<file path="src/rtl/alu_share_arbiter_pkg.sv">
// Shared types and opcode definitions for the two-port shared-ALU arbiter.
// Latency: n/a (declarations only).
// Backpressure: n/a.
package alu_share_arbiter_pkg;

    localparam int ALU_W = 32;

    localparam logic [2:0] OP_AND = 3'b000;
    localparam logic [2:0] OP_OR  = 3'b001;
    localparam logic [2:0] OP_ADD = 3'b010;
    localparam logic [2:0] OP_SUB = 3'b110;
    localparam logic [2:0] OP_SLT = 3'b111;

    // One operation presented to the shared ALU.
    typedef struct packed {
        logic [ALU_W-1:0] a;
        logic [ALU_W-1:0] b;
        logic [2:0]       op;
    } alu_req_t;

    // ALU result plus the flags captured into each response buffer.
    typedef struct packed {
        logic [ALU_W-1:0] z;
        logic             zero;
        logic             err;
    } alu_rsp_t;

    // True for opcodes the ALU implements; anything else yields 0 with err set.
    function automatic logic is_legal_op(input logic [2:0] op);
        logic legal;
        legal = 1'b0;
        case (op)
            OP_AND, OP_OR, OP_ADD, OP_SUB, OP_SLT: legal = 1'b1;
            default:                               legal = 1'b0;
        endcase
        return legal;
    endfunction

endpackage

</file>
<file path="src/rtl/alu_share_arbiter_alu.sv">
// Shared 32-bit ALU (AND/OR/ADD/SUB/SLT-unsigned) with zero and illegal-op flags.
// Latency: purely combinational, result valid in the same cycle as the operands.
// Backpressure: none; the arbiter decides when the result is captured.
module alu_share_arbiter_alu
    import alu_share_arbiter_pkg::*;
(
    input  alu_req_t req,
    output alu_rsp_t rsp
);

    logic [ALU_W-1:0] z;

    // Function select; unknown opcodes produce 0. The carry/overflow side
    // output of the original ALU is always 0, so it is not modelled here.
    always_comb begin
        z = '0;
        case (req.op)
            OP_AND:  z = req.a & req.b;
            OP_OR:   z = req.a | req.b;
            OP_ADD:  z = req.a + req.b;
            OP_SUB:  z = req.a - req.b;
            OP_SLT:  z = {{(ALU_W-1){1'b0}}, (req.a < req.b)};
            default: z = '0;
        endcase
    end

    // Flags travel with the result into the response buffer.
    always_comb begin
        rsp.z    = z;
        rsp.zero = (z == '0);
        rsp.err  = !is_legal_op(req.op);
    end

endmodule

</file>
<file path="src/rtl/alu_share_arbiter.sv">
// Round-robin sharing of one ALU between two requesters with one-entry response buffers.
// Latency: op accepted at edge N, response visible right after edge N.
// Backpressure: a port is not accepted while its full buffer is not being drained.
module alu_share_arbiter
    import alu_share_arbiter_pkg::*;
#(
    parameter int WIDTH = 32,
    parameter int CNT_W = 16
) (
    input  logic             clk,
    input  logic             resetn,
    input  logic [1:0]       req_valid,
    output logic [1:0]       req_ready,
    input  logic [WIDTH-1:0] req_a0,
    input  logic [WIDTH-1:0] req_b0,
    input  logic [2:0]       req_op0,
    input  logic [WIDTH-1:0] req_a1,
    input  logic [WIDTH-1:0] req_b1,
    input  logic [2:0]       req_op1,
    output logic [1:0]       rsp_valid,
    input  logic [1:0]       rsp_ready,
    output logic [WIDTH-1:0] rsp_z0,
    output logic [WIDTH-1:0] rsp_z1,
    output logic [1:0]       rsp_zero,
    output logic [1:0]       rsp_err,
    output logic [CNT_W-1:0] acc_cnt0,
    output logic [CNT_W-1:0] acc_cnt1,
    output logic             last_grant
);

    logic [1:0] can_take;
    logic [1:0] elig;
    logic [1:0] grant;
    alu_req_t   alu_req;
    alu_rsp_t   alu_rsp;

    // A buffer accepts a new result when empty or being drained this cycle.
    // Nothing is granted while reset is held so req_ready stays low.
    always_comb begin
        can_take = ~rsp_valid | rsp_ready;
        elig     = req_valid & can_take & {2{resetn}};
    end

    // Round-robin: on contention the port that was not granted last wins.
    always_comb begin
        grant = elig;
        if (elig == 2'b11) begin
            grant = last_grant ? 2'b01 : 2'b10;
        end
        req_ready = grant;
    end

    // Steer the granted port's operands into the single ALU instance.
    always_comb begin
        if (grant[1]) begin
            alu_req = '{a: req_a1, b: req_b1, op: req_op1};
        end else begin
            alu_req = '{a: req_a0, b: req_b0, op: req_op0};
        end
    end

    alu_share_arbiter_alu u_alu (
        .req (alu_req),
        .rsp (alu_rsp)
    );

    // Port 0 response buffer and accept counter; refill takes precedence over pop.
    always_ff @(posedge clk) begin
        if (!resetn) begin
            rsp_valid[0] <= 1'b0;
            rsp_z0       <= '0;
            rsp_zero[0]  <= 1'b0;
            rsp_err[0]   <= 1'b0;
            acc_cnt0     <= '0;
        end else if (grant[0]) begin
            rsp_valid[0] <= 1'b1;
            rsp_z0       <= alu_rsp.z;
            rsp_zero[0]  <= alu_rsp.zero;
            rsp_err[0]   <= alu_rsp.err;
            acc_cnt0     <= acc_cnt0 + CNT_W'(1);
        end else if (rsp_ready[0]) begin
            rsp_valid[0] <= 1'b0;
        end
    end

    // Port 1 response buffer and accept counter; refill takes precedence over pop.
    always_ff @(posedge clk) begin
        if (!resetn) begin
            rsp_valid[1] <= 1'b0;
            rsp_z1       <= '0;
            rsp_zero[1]  <= 1'b0;
            rsp_err[1]   <= 1'b0;
            acc_cnt1     <= '0;
        end else if (grant[1]) begin
            rsp_valid[1] <= 1'b1;
            rsp_z1       <= alu_rsp.z;
            rsp_zero[1]  <= alu_rsp.zero;
            rsp_err[1]   <= alu_rsp.err;
            acc_cnt1     <= acc_cnt1 + CNT_W'(1);
        end else if (rsp_ready[1]) begin
            rsp_valid[1] <= 1'b0;
        end
    end

    // Round-robin pointer: remembers the last granted port, held on idle cycles.
    // Reset to 1 so port 0 wins the first contention.
    always_ff @(posedge clk) begin
        if (!resetn) begin
            last_grant <= 1'b1;
        end else if (grant[1]) begin
            last_grant <= 1'b1;
        end else if (grant[0]) begin
            last_grant <= 1'b0;
        end
    end

endmodule

</file>
<file path="config.mk">
export PLATFORM = sky130hd
export DESIGN_NAME = alu_share_arbiter
export DESIGN_NICKNAME = d
export VERILOG_FILES = /design/src/rtl/alu_share_arbiter_pkg.sv /design/src/rtl/alu_share_arbiter_alu.sv /design/src/rtl/alu_share_arbiter.sv
export SDC_FILE = /design/constraint.sdc
export NUM_CORES = 1
export LEC_CHECK = 0
export BUFFER_PORTS_ARGS = -buffer_cell sky130_fd_sc_hd__buf_2
export CAP_MARGIN = 20
export CORE_ASPECT_RATIO = 1.5
export CORE_UTILIZATION = 56
export CTS_CLUSTER_SIZE = 10
export DETAILED_ROUTE_END_ITERATION = 10
export PLACE_DENSITY_LB_ADDON = 0.08
export RECOVER_POWER = 25
export SYNTH_ARGS = -nofsm -noshare
export SYNTH_HDL_FRONTEND = slang
export SYNTH_HIERARCHICAL = 1
export SYNTH_SLANG_ARGS = --single-unit
</file>
<file path="constraint.sdc">
create_clock -name clk -period 7.05 [get_ports clk]
set_input_delay 0.705 -clock clk [delete_from_list [all_inputs] [get_ports clk]]
set_output_delay 0.705 -clock clk [all_outputs]
set_load 0.01 [all_outputs]
</file>
==> impl_summary.log <==
INFO  metric status = finished, final reports clean
INFO  metric rr_startpoint = rsp_valid[0]
INFO  metric clock_sink_count = between 100 and 150
INFO  metric floorplan.rows = 60
INFO  metric pwr_density_cell = 178.9 nW/µm²
INFO  metric final_min_period_over_clock_period = 87.13%
INFO  metric worst_skew_pair.late_latency = roughly 0.34 ns
INFO  metric synth-edff-count = 0
INFO  metric vias = 11.92k
INFO  metric synth_top_family_by_area = simple AND/OR/NAND/NOR gates
INFO  metric synth_fp_nets = 1788
INFO  metric drt-wirelength-per-cell = 17.62 µm
INFO  metric final_layout_size_suffix_gt1_share = around 16%
INFO  metric route.detailed.vias_per_inst = 6.049
INFO  metric setup_repair_after_global_routing_missed_its_margin = false
INFO  metric synthesis.area = between 10000 and 15000 µm²
INFO  metric seq_area = about 2100 µm²
INFO  metric io_pins = between 200 and 250
INFO  metric drtIter0Drc = around 1000
INFO  metric die_area = slightly below 20000 µm²
INFO  metric maxSlewViolCount = 0
INFO  metric worst-endpoint-arrival = between 6 and 7 ns
INFO  metric grt_antenna_before_repair = 0
INFO  metric tritoncts_clock_tree = done
INFO  metric cp_max_fo = 39
INFO  metric critical_path.slowest_cell = sky130_fd_sc_hd__o21ai_0
INFO  metric critical_path.top_delay_family = simple AND/OR/NAND/NOR gates
INFO  metric maximum_capacitance_violations = 0
INFO  metric critical_path_endpoint_category = flop
INFO  metric timing.final.crit_period = slightly above 6 ns
INFO  metric grt_max_degree = about 120
INFO  metric ir_drop = 0.1260 mV
INFO  metric finish.net_count = 1971
INFO  metric initial_utilization = between 50% and 60%
INFO  metric finalHoldViolations = 0
INFO  metric worst_r2r_endpoint = rsp_zero[0]
INFO  metric min_path_type = reg2reg
INFO  metric post-layout-total-power = 2166 µW
INFO  metric ys_seq_area_share = 19.68%
INFO  metric fmax = ~160 MHz
INFO  metric place_hpwl = between 20000 and 30000 µm
INFO  metric grt_pass1_wl = 54360 µm
INFO  metric slew_headroom = approximately a third
INFO  metric h_tree_levels = 3
INFO  metric placed_cell_area = 11850 µm²
INFO  metric numPlacedInstances = about 2k
INFO  metric crit_path_start = rsp_ready[0]
INFO  metric synthesized_area_per_cell = between 6 and 7 µm²
INFO  metric worst-slew-pin-transition = about 1 ns
INFO  metric synth.ff_latch_count = between 100 and 150
INFO  metric synth.area.mux_share = under 10%
INFO  metric synth-simple-area-share = about 28%
INFO  metric timing_worst_setup_path_type = in2reg
INFO  metric numPortBuffers = 244
INFO  metric crit_path_start_kind = input pin
INFO  metric yosys.area_share.xor_xnor = 1.588%
INFO  metric crit_chain = buf_2, nor2b_2, o2111ai_4, clkinv_2, buf_12, nand2_1, nand2_1, inv_1, ha_1, nand2_1, o21ai_0, o31ai_1, a21oi_2, nand4b_1, nand3_1, or3b_1, or4b_1, or4_1, or4b_1, nor4_2, nand3_1, a21oi_1
INFO  metric globalRouteOverflowTotal = 0
INFO  metric layoutNonFillerInstCount = 1970
INFO  metric grt_pass1_vias = 11.12k
INFO  metric firstDrtPassIters = 9
INFO  metric reg2reg_setup_slack = between 1 and 1.5 ns
INFO  metric utilization_after_layout = about two thirds
INFO  metric die_outline_width = about 110 µm
INFO  metric postSynth.topFlopCell = sky130_fd_sc_hd__dfxtp_1
INFO  metric yosys_warnings = 6
INFO  metric drc = 0
INFO  metric clock_edge_transition_at_the_registers_on_the_reported_setup_and_hold_paths = 0.06 ns
INFO  metric worst-r2r-cell-count = 21
INFO  metric buffers_inserted_by_post_cts_timing_repair = 0
INFO  metric crit_path_frequent_cell = sky130_fd_sc_hd__nand2_1
INFO  metric cts_buffers = 9
INFO  metric antennaDiodeCount = 0
INFO  metric multi_input_comb_area = 7548 µm²
INFO  metric cts.hold.buffers_added = 0
INFO  metric critPathRequiredTime = around 7.3 ns
INFO  metric post_synth_inst_count = around 1.5k
INFO  metric finalWirelength = around 35000 µm
INFO  metric critPathCapture = rsp_zero[0]
INFO  metric cts.repair.resized = 0
INFO  metric setup-tns-final = 0 ns
INFO  metric global_route.usage.total = 35.07%
INFO  metric core-area = 18090 µm²
INFO  metric synth_compound_area_share = between 20% and 30%
INFO  metric ctsRootBufferMaster = sky130_fd_sc_hd__clkbuf_16
INFO  metric area_growth_syn_to_layout = 15.55%
INFO  metric drt.antenna.violating_nets = 0
INFO  metric worstSetupPathDepth = 22
INFO  metric hold_start = rsp_z1[17]
INFO  metric critical_path_buffer_and_inverter_count = 4
INFO  metric fin_worst_skew = between 0.007 and 0.008 ns
INFO  metric asyncSetResetFlopFracSynth = 0%
INFO  metric slowest_delay = roughly 0.53 ns
INFO  metric place_congestion = about 1.0
INFO  metric total_leakage_power = ~0.0057 µW
INFO  metric die_h = between 150 and 200 µm
INFO  metric ys_types = 85
INFO  metric final.fill_count = between 1.5k and 2k
INFO  metric cts_buffer_depth = 2
INFO  metric post_synth_fa_ha_maj_area_fraction = 13.64%
INFO  metric report.final.setup_viol = 0
INFO  metric stdcell_area = 12110 µm²
-- through the flow --
step	setup slack, ns	hold WS (ns)
floorplan	1.476	0.4805
detailed placement	0.5868	0.4435
finish	0.9076	0.4564
global route	0.5226	0.4729
global placement	0.6995	0.4406
CTS	0.9128	0.4520
-- worst register-to-register path, cell delays in order (launching register included) --
cell,delay [ns]
sky130_fd_sc_hd__dfxtp_1,0.33
sky130_fd_sc_hd__nor2b_2,0.26
sky130_fd_sc_hd__o2111ai_4,0.20
sky130_fd_sc_hd__clkinv_2,0.38
sky130_fd_sc_hd__buf_12,0.26
sky130_fd_sc_hd__nand2_1,0.10
sky130_fd_sc_hd__nand2_1,0.10
sky130_fd_sc_hd__inv_1,0.07
sky130_fd_sc_hd__ha_1,0.51
sky130_fd_sc_hd__nand2_1,0.20
sky130_fd_sc_hd__o21ai_0,0.54
sky130_fd_sc_hd__o31ai_1,0.23
sky130_fd_sc_hd__a21oi_2,0.20
sky130_fd_sc_hd__nand4b_1,0.14
sky130_fd_sc_hd__nand3_1,0.08
sky130_fd_sc_hd__or3b_1,0.39
sky130_fd_sc_hd__or4b_1,0.50
sky130_fd_sc_hd__or4_1,0.49
sky130_fd_sc_hd__or4b_1,0.49
sky130_fd_sc_hd__nor4_2,0.26
sky130_fd_sc_hd__nand3_1,0.12
sky130_fd_sc_hd__a21oi_1,0.13
-- Yosys cell counts (17+ instances only) --
cell type,count,area (µm²)
sky130_fd_sc_hd__nand3_1,60,300.3
sky130_fd_sc_hd__a21o_1,19,142.6
sky130_fd_sc_hd__buf_2,29,145.1
sky130_fd_sc_hd__nor3_1,20,100.1
sky130_fd_sc_hd__o31ai_1,24,180.2
sky130_fd_sc_hd__ha_1,111,1389
sky130_fd_sc_hd__nand4_1,21,131.4
sky130_fd_sc_hd__nor2_1,53,198.9
sky130_fd_sc_hd__xnor2_1,17,148.9
sky130_fd_sc_hd__o21ai_0,82,410.4
sky130_fd_sc_hd__inv_1,111,416.7
sky130_fd_sc_hd__nand2_1,352,1321
sky130_fd_sc_hd__clkbuf_1,62,232.7
sky130_fd_sc_hd__mux2i_1,34,340.3
sky130_fd_sc_hd__a21oi_1,152,760.7
sky130_fd_sc_hd__nand2b_1,18,112.6
sky130_fd_sc_hd__dfxtp_1,103,2062
sky130_fd_sc_hd__nor4_1,19,118.9
-- worst min path at each step --
| stage | to | cells past startpoint |
|---|---|---|
| 5_1_grt | rsp_z1[17] | 2 |
| 6_report | rsp_z1[17] | 2 |
| 4_1_cts | rsp_z1[17] | 2 |
| 2_1_floorplan | rsp_err[1] | 2 |
| 3_3_place_gp | rsp_z1[16] | 2 |
| 3_5_place_dp | rsp_z1[17] | 2 |
-- cell families after synthesis --
| logic type | after synthesis |
|---|---|
| buffers and inverters | 221 |
| multiplexers | 36 |
| XOR/XNOR | 19 |
| adder cells (fa/ha/maj) | 113 |
| AO/OA/AOI/OAI | 418 |
| AND/OR/NAND/NOR | 625 |
| flip-flops | 103 |
-- flip-flops by register name, summed over array words and instances (netlist names) --
| signal | cells |
|---|---|
| rsp_z1 | 32 |
| last_grant | 1 |
| acc_cnt1 | 16 |
| rsp_err | 2 |
| rsp_z0 | 32 |
| acc_cnt0 | 16 |
| rsp_zero | 2 |
| rsp_valid | 2 |
-- power breakdown --
| group | total (µW) | leakage, µW | internal [µW] | switching, µW |
|---|---|---|---|---|
| combinational | 1020 | 0.00468 | 363 | 655 |
| clock | 531 | 0.000155 | 319 | 211 |
| sequential | 618 | 0.000834 | 604 | 13.8 |
-- routing by layer --
metal | up-vias | track usage, % | share of wire (%)
met3 | 120 | 2.786 | 6.3
met1 | 5545 | 39.42 | 38
met4 | 0 | 17.16 | 4.5
li1 | 5724 | - | -
met2 | 528 | 65.59 | 51
met5 | - | 0 | 0
-- cell usage in the layout (no fill, tap or decap), drive strengths merged, types with 15 or more instances in the layout --
cell    synthesis  final
a21oi         154    154
nand2         352    352
nor2           53     53
o22ai          15     15
buf            40    222
o21ai          84     84
dfxtp         103    103
nand3          60     60
nand4          23     23
ha            111    111
nand2b         19     19
nor2b          17     17
xnor2          17     17
a21o           19     19
nor4           21     21
mux2i          34     34
inv           119    119
o31ai          26     26
clkbuf         62     62
nor3           21     21
-- final cells by class --
cell class,count,share of cell area (%)
clock inverter,5,0.6717
inverter,119,3.699
tap,248,2.563
multi-input combinational,1211,62.34
clock buffer,10,1.974
timing repair buffer,274,11.72
sequential,103,17.03
Note: power is estimated with default switching activity, not from simulation.
